File: config.mk
export PLATFORM = sky130hd
export DESIGN_NAME = line_write_buffer
export DESIGN_NICKNAME = d
export VERILOG_FILES = /design/src/rtl/cache_pkg.sv /design/src/rtl/line_fifo.sv /design/src/rtl/line_write_buffer.sv
export SDC_FILE = /design/constraint.sdc
export NUM_CORES = 2
export LEC_CHECK = 0
export CAP_MARGIN = 0
export CELL_PAD_IN_SITES_DETAIL_PLACEMENT = 0
export CELL_PAD_IN_SITES_GLOBAL_PLACEMENT = 1
export CORE_MARGIN = 2
export CORE_UTILIZATION = 40
export DETAILED_ROUTE_END_ITERATION = 8
export PLACE_DENSITY_LB_ADDON = 0.08
export SETUP_SLACK_MARGIN = 0.05
export SYNTH_ARGS = -nofsm -noshare
export SYNTH_HDL_FRONTEND = slang
export SYNTH_SLANG_ARGS = --single-unit
File: constraint.sdc
create_clock -name clk -period 7.41 [get_ports clk]
set_clock_uncertainty 0.1 [all_clocks]
set_input_delay 0.741 -clock clk [delete_from_list [all_inputs] [get_ports clk]]
set_output_delay 0.741 -clock clk [all_outputs]
set_load 0.02 [all_outputs]
File: src/rtl/cache_pkg.sv
// Shared types for the line write buffer: controller states and the default cache line type.
package cache_pkg;

    localparam int unsigned WORD_W            = 32;
    localparam int unsigned LINE_ADDR_LEN_DEF = 3;
    localparam int unsigned LINE_W_DEF        = WORD_W << LINE_ADDR_LEN_DEF;

    // Line type for the default geometry; other geometries size their ports from WORD_W.
    typedef logic [LINE_W_DEF-1:0] line_t;

    typedef enum logic [1:0] {
        StIdle,
        StDrain,
        StFetch,
        StResp
    } wb_state_e;

endpackage

File: src/rtl/line_fifo.sv
// Entry storage for the write buffer: FIFO of {addr, line} with in-place overwrite and a
// parallel address compare that reports the youngest matching valid entry.
module line_fifo #(
    parameter int unsigned DEPTH_LEN = 2,
    parameter int unsigned ADDR_LEN  = 9,
    parameter int unsigned LINE_W    = 256
) (
    input  logic                 clk,
    input  logic                 rst_n,
    input  logic                 i_push,
    input  logic [ADDR_LEN-1:0]  i_push_addr,
    input  logic [LINE_W-1:0]    i_push_line,
    input  logic                 i_pop,
    input  logic                 i_ovr,
    input  logic [DEPTH_LEN-1:0] i_ovr_idx,
    input  logic [LINE_W-1:0]    i_ovr_line,
    input  logic [ADDR_LEN-1:0]  i_cmp_addr,
    output logic                 o_hit,
    output logic [DEPTH_LEN-1:0] o_hit_idx,
    output logic [LINE_W-1:0]    o_hit_line,
    output logic [ADDR_LEN-1:0]  o_head_addr,
    output logic [LINE_W-1:0]    o_head_line,
    output logic [DEPTH_LEN:0]   o_occupancy,
    output logic                 o_full,
    output logic                 o_empty
);

    localparam int unsigned Depth = 1 << DEPTH_LEN;

    logic [ADDR_LEN-1:0]  r_addr [Depth];
    logic [LINE_W-1:0]    r_line [Depth];
    logic [Depth-1:0]     r_valid;
    logic [DEPTH_LEN-1:0] r_wr_ptr;
    logic [DEPTH_LEN-1:0] r_rd_ptr;
    logic [DEPTH_LEN:0]   r_count;

    logic                 w_do_push;
    logic                 w_do_pop;
    logic [DEPTH_LEN-1:0] w_scan_idx;

    assign o_full      = (r_count == (DEPTH_LEN+1)'(Depth));
    assign o_empty     = (r_count == '0);
    assign o_occupancy = r_count;
    assign w_do_push   = i_push && !o_full;
    assign w_do_pop    = i_pop && !o_empty;

    always_ff @(posedge clk or negedge rst_n) begin
        if (!rst_n) begin
            for (int i = 0; i < Depth; i++) begin
                r_addr[i] <= '0;
                r_line[i] <= '0;
            end
            r_valid  <= '0;
            r_wr_ptr <= '0;
            r_rd_ptr <= '0;
            r_count  <= '0;
        end else begin
            if (w_do_push) begin
                r_addr[r_wr_ptr]  <= i_push_addr;
                r_line[r_wr_ptr]  <= i_push_line;
                r_valid[r_wr_ptr] <= 1'b1;
                r_wr_ptr          <= r_wr_ptr + DEPTH_LEN'(1);
            end
            if (w_do_pop) begin
                r_valid[r_rd_ptr] <= 1'b0;
                r_rd_ptr          <= r_rd_ptr + DEPTH_LEN'(1);
            end
            if (i_ovr) begin
                r_line[i_ovr_idx] <= i_ovr_line;
            end
            r_count <= r_count + (DEPTH_LEN+1)'(w_do_push) - (DEPTH_LEN+1)'(w_do_pop);
        end
    end

    // Scan oldest to youngest so the last match wins.
    always_comb begin
        o_hit      = 1'b0;
        o_hit_idx  = '0;
        w_scan_idx = r_rd_ptr;
        for (int k = 0; k < Depth; k++) begin
            w_scan_idx = r_rd_ptr + DEPTH_LEN'(k);
            if (r_valid[w_scan_idx] && (r_addr[w_scan_idx] == i_cmp_addr)) begin
                o_hit     = 1'b1;
                o_hit_idx = w_scan_idx;
            end
        end
    end

    assign o_hit_line  = r_line[o_hit_idx];
    assign o_head_addr = r_addr[r_rd_ptr];
    assign o_head_line = r_line[r_rd_ptr];

endmodule

File: src/rtl/line_write_buffer.sv
// Write buffer between a cache and main memory: absorbs line writes, serves reads from
// buffered lines, and drains entries to memory oldest-first when the cache is quiet.
module line_write_buffer
    import cache_pkg::*;
#(
    parameter int unsigned LINE_ADDR_LEN = LINE_ADDR_LEN_DEF,
    parameter int unsigned ADDR_LEN      = 9,
    parameter int unsigned DEPTH_LEN     = 2
) (
    input  logic                                 clk,
    input  logic                                 rst_n,
    input  logic [ADDR_LEN-1:0]                  up_addr,
    input  logic                                 up_rd_req,
    input  logic                                 up_wr_req,
    input  logic [(WORD_W << LINE_ADDR_LEN)-1:0] up_wr_line,
    output logic [(WORD_W << LINE_ADDR_LEN)-1:0] up_rd_line,
    output logic                                 up_gnt,
    output logic [ADDR_LEN-1:0]                  mem_addr,
    output logic                                 mem_rd_req,
    output logic                                 mem_wr_req,
    output logic [(WORD_W << LINE_ADDR_LEN)-1:0] mem_wr_line,
    input  logic [(WORD_W << LINE_ADDR_LEN)-1:0] mem_rd_line,
    input  logic                                 mem_gnt,
    output logic [DEPTH_LEN:0]                   occupancy,
    output logic                                 full,
    output logic                                 empty
);

    localparam int unsigned LineW = WORD_W << LINE_ADDR_LEN;

    wb_state_e            r_state;
    wb_state_e            w_state_d;
    logic [LineW-1:0]     r_rd_line;
    logic [ADDR_LEN-1:0]  r_fetch_addr;

    logic                 w_hit;
    logic [DEPTH_LEN-1:0] w_hit_idx;
    logic [LineW-1:0]     w_hit_line;
    logic [ADDR_LEN-1:0]  w_head_addr;
    logic [LineW-1:0]     w_head_line;
    logic                 w_idle_wr;
    logic                 w_idle_rd;
    logic                 w_push;
    logic                 w_pop;
    logic                 w_ovr;

    // A write outranks a simultaneous read.
    assign w_idle_wr = (r_state == StIdle) && up_wr_req;
    assign w_idle_rd = (r_state == StIdle) && !up_wr_req && up_rd_req;
    assign w_ovr     = w_idle_wr && w_hit;
    assign w_push    = w_idle_wr && !w_hit && !full;
    assign w_pop     = (r_state == StDrain) && mem_gnt;

    line_fifo #(
        .DEPTH_LEN (DEPTH_LEN),
        .ADDR_LEN  (ADDR_LEN),
        .LINE_W    (LineW)
    ) u_line_fifo (
        .clk         (clk),
        .rst_n       (rst_n),
        .i_push      (w_push),
        .i_push_addr (up_addr),
        .i_push_line (up_wr_line),
        .i_pop       (w_pop),
        .i_ovr       (w_ovr),
        .i_ovr_idx   (w_hit_idx),
        .i_ovr_line  (up_wr_line),
        .i_cmp_addr  (up_addr),
        .o_hit       (w_hit),
        .o_hit_idx   (w_hit_idx),
        .o_hit_line  (w_hit_line),
        .o_head_addr (w_head_addr),
        .o_head_line (w_head_line),
        .o_occupancy (occupancy),
        .o_full      (full),
        .o_empty     (empty)
    );

    always_ff @(posedge clk or negedge rst_n) begin
        if (!rst_n) begin
            r_state <= StIdle;
        end else begin
            r_state <= w_state_d;
        end
    end

    always_comb begin
        w_state_d = r_state;
        case (r_state)
            StIdle: begin
                if (up_wr_req) begin
                    // A write that finds the buffer full waits for one drain, then retries.
                    w_state_d = (w_hit || !full) ? StResp : StDrain;
                end else if (up_rd_req) begin
                    w_state_d = w_hit ? StResp : StFetch;
                end else if (!empty) begin
                    w_state_d = StDrain;
                end
            end
            StDrain: if (mem_gnt) w_state_d = StIdle;
            StFetch: if (mem_gnt) w_state_d = StResp;
            StResp:  w_state_d = StIdle;
            default: w_state_d = StIdle;
        endcase
    end

    always_comb begin
        up_gnt      = 1'b0;
        mem_rd_req  = 1'b0;
        mem_wr_req  = 1'b0;
        mem_addr    = '0;
        mem_wr_line = '0;
        case (r_state)
            StDrain: begin
                mem_wr_req  = 1'b1;
                mem_addr    = w_head_addr;
                mem_wr_line = w_head_line;
            end
            StFetch: begin
                mem_rd_req = 1'b1;
                mem_addr   = r_fetch_addr;
            end
            StResp:  up_gnt = 1'b1;
            default: ;
        endcase
    end

    always_ff @(posedge clk or negedge rst_n) begin
        if (!rst_n) begin
            r_rd_line    <= '0;
            r_fetch_addr <= '0;
        end else begin
            if (w_idle_rd) begin
                if (w_hit) begin
                    r_rd_line <= w_hit_line;
                end else begin
                    r_fetch_addr <= up_addr;
                end
            end
            if ((r_state == StFetch) && mem_gnt) begin
                r_rd_line <= mem_rd_line;
            end
        end
    end

    assign up_rd_line = r_rd_line;

endmodule
## Yosys cells after proc, flatten, opt, wreduce, memory -nomap -nowiden

Cells that the tools add are included.

| operators by class | value |
|---|---|
| add/sub/neg operators | 6 |
| bitwise logic cells | 10 |
| $lt $le $gt $ge | 15 |
| muxes and demuxes | 67 |
| eq/ne operators | 11 |
| reduce and logical (&&, ||, !) cells | 30 |

Operators with widths:

| operator | count |
|---|---|
| $mux W256 | 10 |
| $bwmux W1024 | 2 |
| $mux W1024 | 2 |
| $bmux W256 S2 | 2 |
| $demux W256 S2 | 2 |
| $mux W9 | 9 |
| $bmux W9 S2 | 4 |
| $bwmux W36 | 1 |
| $eq A9 B9 Y1 | 4 |
| $mux W2 | 10 |
| $demux W9 S2 | 1 |
| $ge A3 B3 Y1 const B | 6 |
| $logic_and A1 B1 Y1 | 18 |
| $not A2 Y3 | 6 |
| $pmux W9 S2 | 1 |
| $lt A2 B3 Y1 const B | 5 |
| $mux W1 | 14 |
| $bmux W1 S2 | 4 |
| $mux W4 | 2 |
| $pmux W2 S4 | 1 |
| $lt A3 B1 Y1 const B | 2 |
| $add A2 B1 Y2 const B | 2 |
| $add A2 B2 Y2 const B | 2 |
| $and A4 B4 Y4 | 1 |
| 19 further kinds | 28 |

| storage, ports and cells | value |
|---|---|
| output and inout bits | 529 |
| input port bits | 526 |
| flip-flop bits (word level) | 1338 |
| word-level logic and storage cells | 154 |

## Logic depth before layout (Yosys ltp)

| logic depth | value |
|---|---|
| depth in word-level cells | 17 |
| mapped depth | 23 |
| mapped depth without buffers | 13 |

## Modules after synthesis

A second synthesis with hierarchy kept.

| unflattened totals | value |
|---|---|
| cells, all modules | 7177 |
| area total of the unflattened synthesis | 76485.9 µm² |

By module, submodules not included:

| module | area an instance (µm²) | seq. area each (µm²) | instances | cells an instance |
|---|---|---|---|---|
| line_fifo | 61490.2 | 26800.7 | 1 | 6002 |
| line_write_buffer | 14995.6 | 6681.4 | 1 | 1175 |

## Worst setup path after synthesis

Ideal clock, no wire load.

| timing path | value |
|---|---|
| kind | reg-to-reg |
| start point | register u_line_fifo.r_rd_ptr[0] |
| end point | register u_line_fifo.r_line[1000] in the netlist's numbering |
| path buffers | 12 |
| arrival time | 5.028 ns |
| library setup time | 0.125 ns |
| required time | 7.185 ns |
| stages on the path, launching flop included | 23 |
| period minus slack after synthesis | 5.252 ns |
| setup slack | 2.158 ns |
| cell sequence | dfrtp_1 buf_6 buf_6 buf_6 inv_2 clkbuf_1 clkbuf_1 clkbuf_1 ha_1 clkbuf_1 buf_2 buf_2 o32a_1 nor4_1 a32oi_1 or3_1 buf_2 a21oi_1 a21oi_1 o31ai_2 buf_2 buf_6 mux2_2 |

| on the way | value |
|---|---|
| elaborated cells between the ends (all ways) | 57 |
| those cells by class | add/sub: 3; order compare: 2; eq/ne: 4; mux: 33; bitwise: 5; reduce/logical: 10 |

RTL lines:

| item | line | source |
|---|---|---|
| start: declaration | line_fifo.sv:34 | `logic [DEPTH_LEN-1:0] r_rd_ptr;` |
| start signal: assignment | line_fifo.sv:66 | `r_rd_ptr <= r_rd_ptr + DEPTH_LEN'(1);` |
| $add A2 B2 Y2 * | line_fifo.sv:81 | `w_scan_idx = r_rd_ptr + DEPTH_LEN'(k);` |
| named net u_line_fifo.w_scan_idx[0] | line_fifo.sv:39 | `logic [DEPTH_LEN-1:0] w_scan_idx;` |
| $not A2 Y3 (not written as such) | line_fifo.sv:82 | `if (r_valid[w_scan_idx] && (r_addr[w_scan_idx] == i_cmp_addr)) begin` |
| $bmux W9 S2 | line_fifo.sv:82 |  |
| $mux W9 (not written as such) (2 in series) | line_fifo.sv:82 |  |
| $eq A9 B9 Y1 | line_fifo.sv:82 |  |
| $logic_and A1 B1 Y1 | line_fifo.sv:82 |  |
| $mux W2 or $mux W1 (tied branches) | line_fifo.sv:82 |  |
| $not A2 Y3 (not written as such) or $logic_not A1 Y1 (tied branches) | line_fifo.sv:69, line_write_buffer.sv:51 |  |
| $ge A3 B3 Y1 (not written as such) (tied with other cells) | line_fifo.sv:69 | `r_line[i_ovr_idx] <= i_ovr_line;` |
| $logic_and A1 B1 Y1 (on tied branches) | line_fifo.sv:69, line_write_buffer.sv:51 |  |
| $mux W256 (not written as such) or $logic_and A1 B1 Y1 (tied branches) | line_fifo.sv:69, line_fifo.sv:44 |  |
| $demux W256 S2 or $mux W1024 (tied branches) | line_fifo.sv:69, line_fifo.sv:58 |  |
| $bwmux W1024 | line_fifo.sv:69 |  |
| $mux W1024 * | line_fifo.sv:68 | `if (i_ovr) begin` |
| end signal: indexed assignment | line_fifo.sv:60 | `r_line[r_wr_ptr] <= i_push_line;` |
| end signal: indexed assignment | line_fifo.sv:69 |  |
| end: declaration | line_fifo.sv:31 | `logic [LINE_W-1:0] r_line [Depth];` |

Mark *: on every way through the listed nets, which the timed path passes. The rest lies on a longest branch. The select of a mux whose other input is x is not followed.
A chain may end at the register's enable or synchronous reset.

## Worst setup path after layout

| timing path | value |
|---|---|
| start point | register u_line_fifo.r_rd_ptr[0] |
| end point | output port mem_wr_line[132] |

| on the way | value |
|---|---|
| longest elaborated chain between the ends | 5 |

Ends and longest elaborated chain:

| item | line | source |
|---|---|---|
| $not A2 Y3 (not written as such) | line_fifo.sv:91 | `assign o_head_line = r_line[r_rd_ptr];` |
| $bmux W256 S2 | line_fifo.sv:91 |  |
| $mux W256 (not written as such) (2 in series) | line_fifo.sv:91 |  |
| $mux W256 | line_write_buffer.sv:113 | `case (r_state)` |
| end: declaration | line_write_buffer.sv:21 | `output logic [(WORD_W << LINE_ADDR_LEN)-1:0] mem_wr_line,` |

No other way between the ends. The select of a mux whose other input is x is not followed.

==> run summary <==
Power density over the cells - 472 mW/mm^2
Slowest stage cell, crit path - sky130_fd_sc_hd__buf_4
Number of gates resized after CTS - 0
Startpoint of the tightest hold check path - r_fetch_addr[4]
Critical path fanouts, max - 59
Final Wtd Congestion - 0.911
Area of the placeable core - 0.202 sq mm
Setup-violating endpoint count in the final report - 0
CP arrival - 5.77 ns
Leakage dissipation - 38.6 nW
IO Port Bufs - 1054
Sequential element share of the synthesized area - 0.411
Data required time at the worst endpoint - 6.57 ns
Worst-case clock buffer depth - 3
Type of origin of the critical path - flip-flop
#FFs+latches synth - 1338
Unrepaired setup endpoints after global routing - false
Layout area overhead - 22.3%
Detailed Routing Iterations Pass 1 - 7
Remaining Overflow, GRT - 0
Max stage delay on crit path - 0.80 ns
FF-to-FF setup slack - 1.16 ns
Number of vias per cell after detailed routing - 6.92
Clock transition at the registers of the reported paths - 0.06 ns
Placed wire-length estimate after detailed placement - 206000 um
Cell breakdown of the critical path - buf_4 -> buf_4 -> buf_4 -> buf_4 -> mux4_2 -> and2_1 -> clkdlybuf4s50_1
Combined area of all synthesized cells - 0.0814 sq mm
Worst-Margin Slew - 1.44 ns
Most frequent standard cell in the layout excluding fill and tap cells - sky130_fd_sc_hd__dfrtp_1
Final Hold Violating Endpoints - 0
Warnings from Yosys - 0
Maximum ir drop on the vdd rail - 0.318 mV
EDFF count, synth - 0
Number of buffers added for setup after CTS - 0
Count of cells along the worst hold path - 1
Element type at the critical path end - output port
Mean area per synthesized cell - 12.5 sq um
Effective utilization at floorplan - 0.403
Width of the chip - 455 um
Seq. cell area - 0.0335 sq mm
Total CTS buffers - 167
Syn Inst Count - 6534
DRC marker count from the first detailed-route iteration - 7468
Area of the die - 0.207 sq mm
Vertical extent of the die - 455 um
Boundary pin count - 1055
Fraction of final layout cells sized beyond drive strength 1 - 0.213
Routed len/inst - 34.4 um
Total clock sinks - 1338
Total Routing Usage GR - 0.320
Number of pins exceeding their max-slew limit in the final report - 0
Async S/R FF share, synth - 1.00
Critical setup path kind - reg2out
R2R cell count - 11
Number of nets with antenna violations after detailed routing - 0
Footprint of the multi-input gates - 0.0447 sq mm
Pin count of the biggest net entering global routing - 156
Type of the most critical hold path - reg2reg
Net total in the final layout - 7655
Number of antenna violations at the first check in global routing - 108
Total via count in the routed design - 69.2k
Primary FF master, synth - sky130_fd_sc_hd__dfrtp_1
Cell repeated most along the worst path - sky130_fd_sc_hd__buf_4
Most frequent cells in the layout - 1336 x sky130_fd_sc_hd__dfrtp_1, 1053 x sky130_fd_sc_hd__clkdlybuf4s50_1, 754 x sky130_fd_sc_hd__o221ai_1, 712 x sky130_fd_sc_hd__mux2_2, 494 x sky130_fd_sc_hd__mux2_1
Max Cap Violations - 0
Net Count, Synth - 7075
Number of rows created at floorplan - 165
Fillcell total - 18.0k
Number of distinct library cells after synthesis - 59
Source-to-sink clock delay at the later pin of the worst-skew pair - 0.83 ns
Fmax achieved - 0.151 GHz
First-pass GRT wire length - 495000 um
Reg-to-reg critical path endpoint - up_rd_line[240]
Slew headroom - 0.0397
Root Driver - sky130_fd_sc_hd__clkbuf_16
Routed wire length - 343000 um
Number of buffers inserted for hold repair after clock tree synthesis - 1
Number of H-tree levels - 4
CTS tree - yes
Result of the run - finished clean
Fin util - 0.492
Total negative slack for setup checks - 0 ns
Reg-to-reg startpoint - u_line_fifo.r_rd_ptr[1]
End point of the worst hold path - r_fetch_addr[4]
Via count of the first global-routing pass - 66.8k
Crit share post-route - 0.892
Residual DRC - 0
Fin crit period - 6.61 ns
## power by group
group / internal [W] / switching, W / total (W)
Combinational: 0.0120 / 0.0115 / 0.0235
Clock: 0.00486 / 0.00341 / 0.00827
Sequential: 0.0109 / 0.00430 / 0.0152
## layer usage
metal | global-route usage | share of wire | vias up
li1 | - | - | 28510
met1 | 0.423 | 0.41 | 36645
met2 | 0.485 | 0.46 | 3240
met3 | 0.0753 | 0.080 | 680
met4 | 0.174 | 0.053 | 78
met5 | 0 | 0.0018 | -
## cells by family (layout without fill, tap and decap cells)
logic type,count (synthesis),count (layout),share of synthesized area
muxes,1890,1890,0.294
AOI/OAI and AO/OA,1833,1833,0.200
DFF,1338,1338,0.411
buffers and inverters,801,1514,0.0426
and+or+nand+nor,600,600,0.0433
xor gates and xnor gates,57,57,0.00613
adders and majority gates,15,15,0.00240
other,0,67,0
## worst max path at each step
stage                                    end                     from  cells after the start
global placement     u_line_fifo.r_line[907]  u_line_fifo.r_rd_ptr[1]                     13
detailed placement   u_line_fifo.r_line[899]  u_line_fifo.r_rd_ptr[1]                     13
finish                      mem_wr_line[132]  u_line_fifo.r_rd_ptr[0]                      7
global route                mem_wr_line[132]  u_line_fifo.r_rd_ptr[0]                      7
floorplan           u_line_fifo.r_line[1000]  u_line_fifo.r_rd_ptr[0]                     22
CTS                         mem_wr_line[132]  u_line_fifo.r_rd_ptr[0]                      7
## state kept, by name, summed over array words and instances, names as in the netlist
name / flops
r_fetch_addr: 9
r_state: 2
u_line_fifo.o_occupancy: 3
u_line_fifo.r_addr: 36
u_line_fifo.r_line: 1024
u_line_fifo.r_rd_ptr: 2
u_line_fifo.r_valid: 4
u_line_fifo.r_wr_ptr: 2
up_rd_line: 256
## layout make-up
type,count,area share
Antenna cell,67,0.00168
Clock buffer,262,0.0502
Clock inverter,40,0.00450
Inverter,13,0.000565
Multi-Input combinational cell,4395,0.448
Sequential cell,1338,0.336
Tap cell,2672,0.0336
Timing Repair Buffer,1199,0.125
## critical path: cells and delay by family (launching register included)
kind	cells	cell delay [ns]
multiplexers	1	0.63
buffers and inverters	5	3.47
flip-flops	1	0.54
AND/OR/NAND/NOR	1	0.17
## metrics by stage
stage | area [sq um] | setup WS, ns | hold slack, ns | instances | power [W]
global placement | 94000 | 1.30 | 0.390 | 9616 | 0.0380
detailed placement | 94000 | 1.30 | 0.396 | 9616 | 0.0385
global route | 99600 | 0.451 | 0.424 | 9978 | 0.0495
floorplan | 81400 | 2.16 | 0.345 | 6534 | 0.0299
CTS | 99500 | 0.711 | 0.411 | 9919 | 0.0470
finish | 99600 | 0.798 | 0.412 | 9986 | 0.0470
## cells in the mapped netlist (4+ instances only)
cell,n,area share
sky130_fd_sc_hd__nand3_1,137,0.0084
sky130_fd_sc_hd__o22a_1,121,0.013
sky130_fd_sc_hd__nand2_1,23,0.0011
sky130_fd_sc_hd__a21oi_1,11,0.00068
sky130_fd_sc_hd__mux2i_1,403,0.050
sky130_fd_sc_hd__and2_1,259,0.020
sky130_fd_sc_hd__clkbuf_1,588,0.027
sky130_fd_sc_hd__buf_4,66,0.0061
sky130_fd_sc_hd__or3_1,137,0.011
sky130_fd_sc_hd__nor4_1,5,0.00038
sky130_fd_sc_hd__mux2_2,712,0.098
sky130_fd_sc_hd__o221a_2,121,0.017
sky130_fd_sc_hd__mux4_2,281,0.078
sky130_fd_sc_hd__xnor2_1,41,0.0044
sky130_fd_sc_hd__nor2b_1,10,0.00077
sky130_fd_sc_hd__buf_1,57,0.0026
sky130_fd_sc_hd__a222oi_1,135,0.017
sky130_fd_sc_hd__a21o_1,4,0.00037
sky130_fd_sc_hd__nor3_1,7,0.00043
sky130_fd_sc_hd__xor2_1,16,0.0017
sky130_fd_sc_hd__a221oi_1,270,0.029
sky130_fd_sc_hd__buf_2,58,0.0036
sky130_fd_sc_hd__buf_6,19,0.0026
sky130_fd_sc_hd__mux2_1,494,0.068
sky130_fd_sc_hd__nor2_1,10,0.00046
sky130_fd_sc_hd__ha_1,14,0.0022
sky130_fd_sc_hd__a22oi_1,253,0.023
sky130_fd_sc_hd__a221o_1,134,0.016
sky130_fd_sc_hd__inv_1,12,0.00055
sky130_fd_sc_hd__o221ai_1,754,0.081
sky130_fd_sc_hd__dfrtp_1,1338,0.41
No activity file was read; power rests on OpenSTA's default activity.
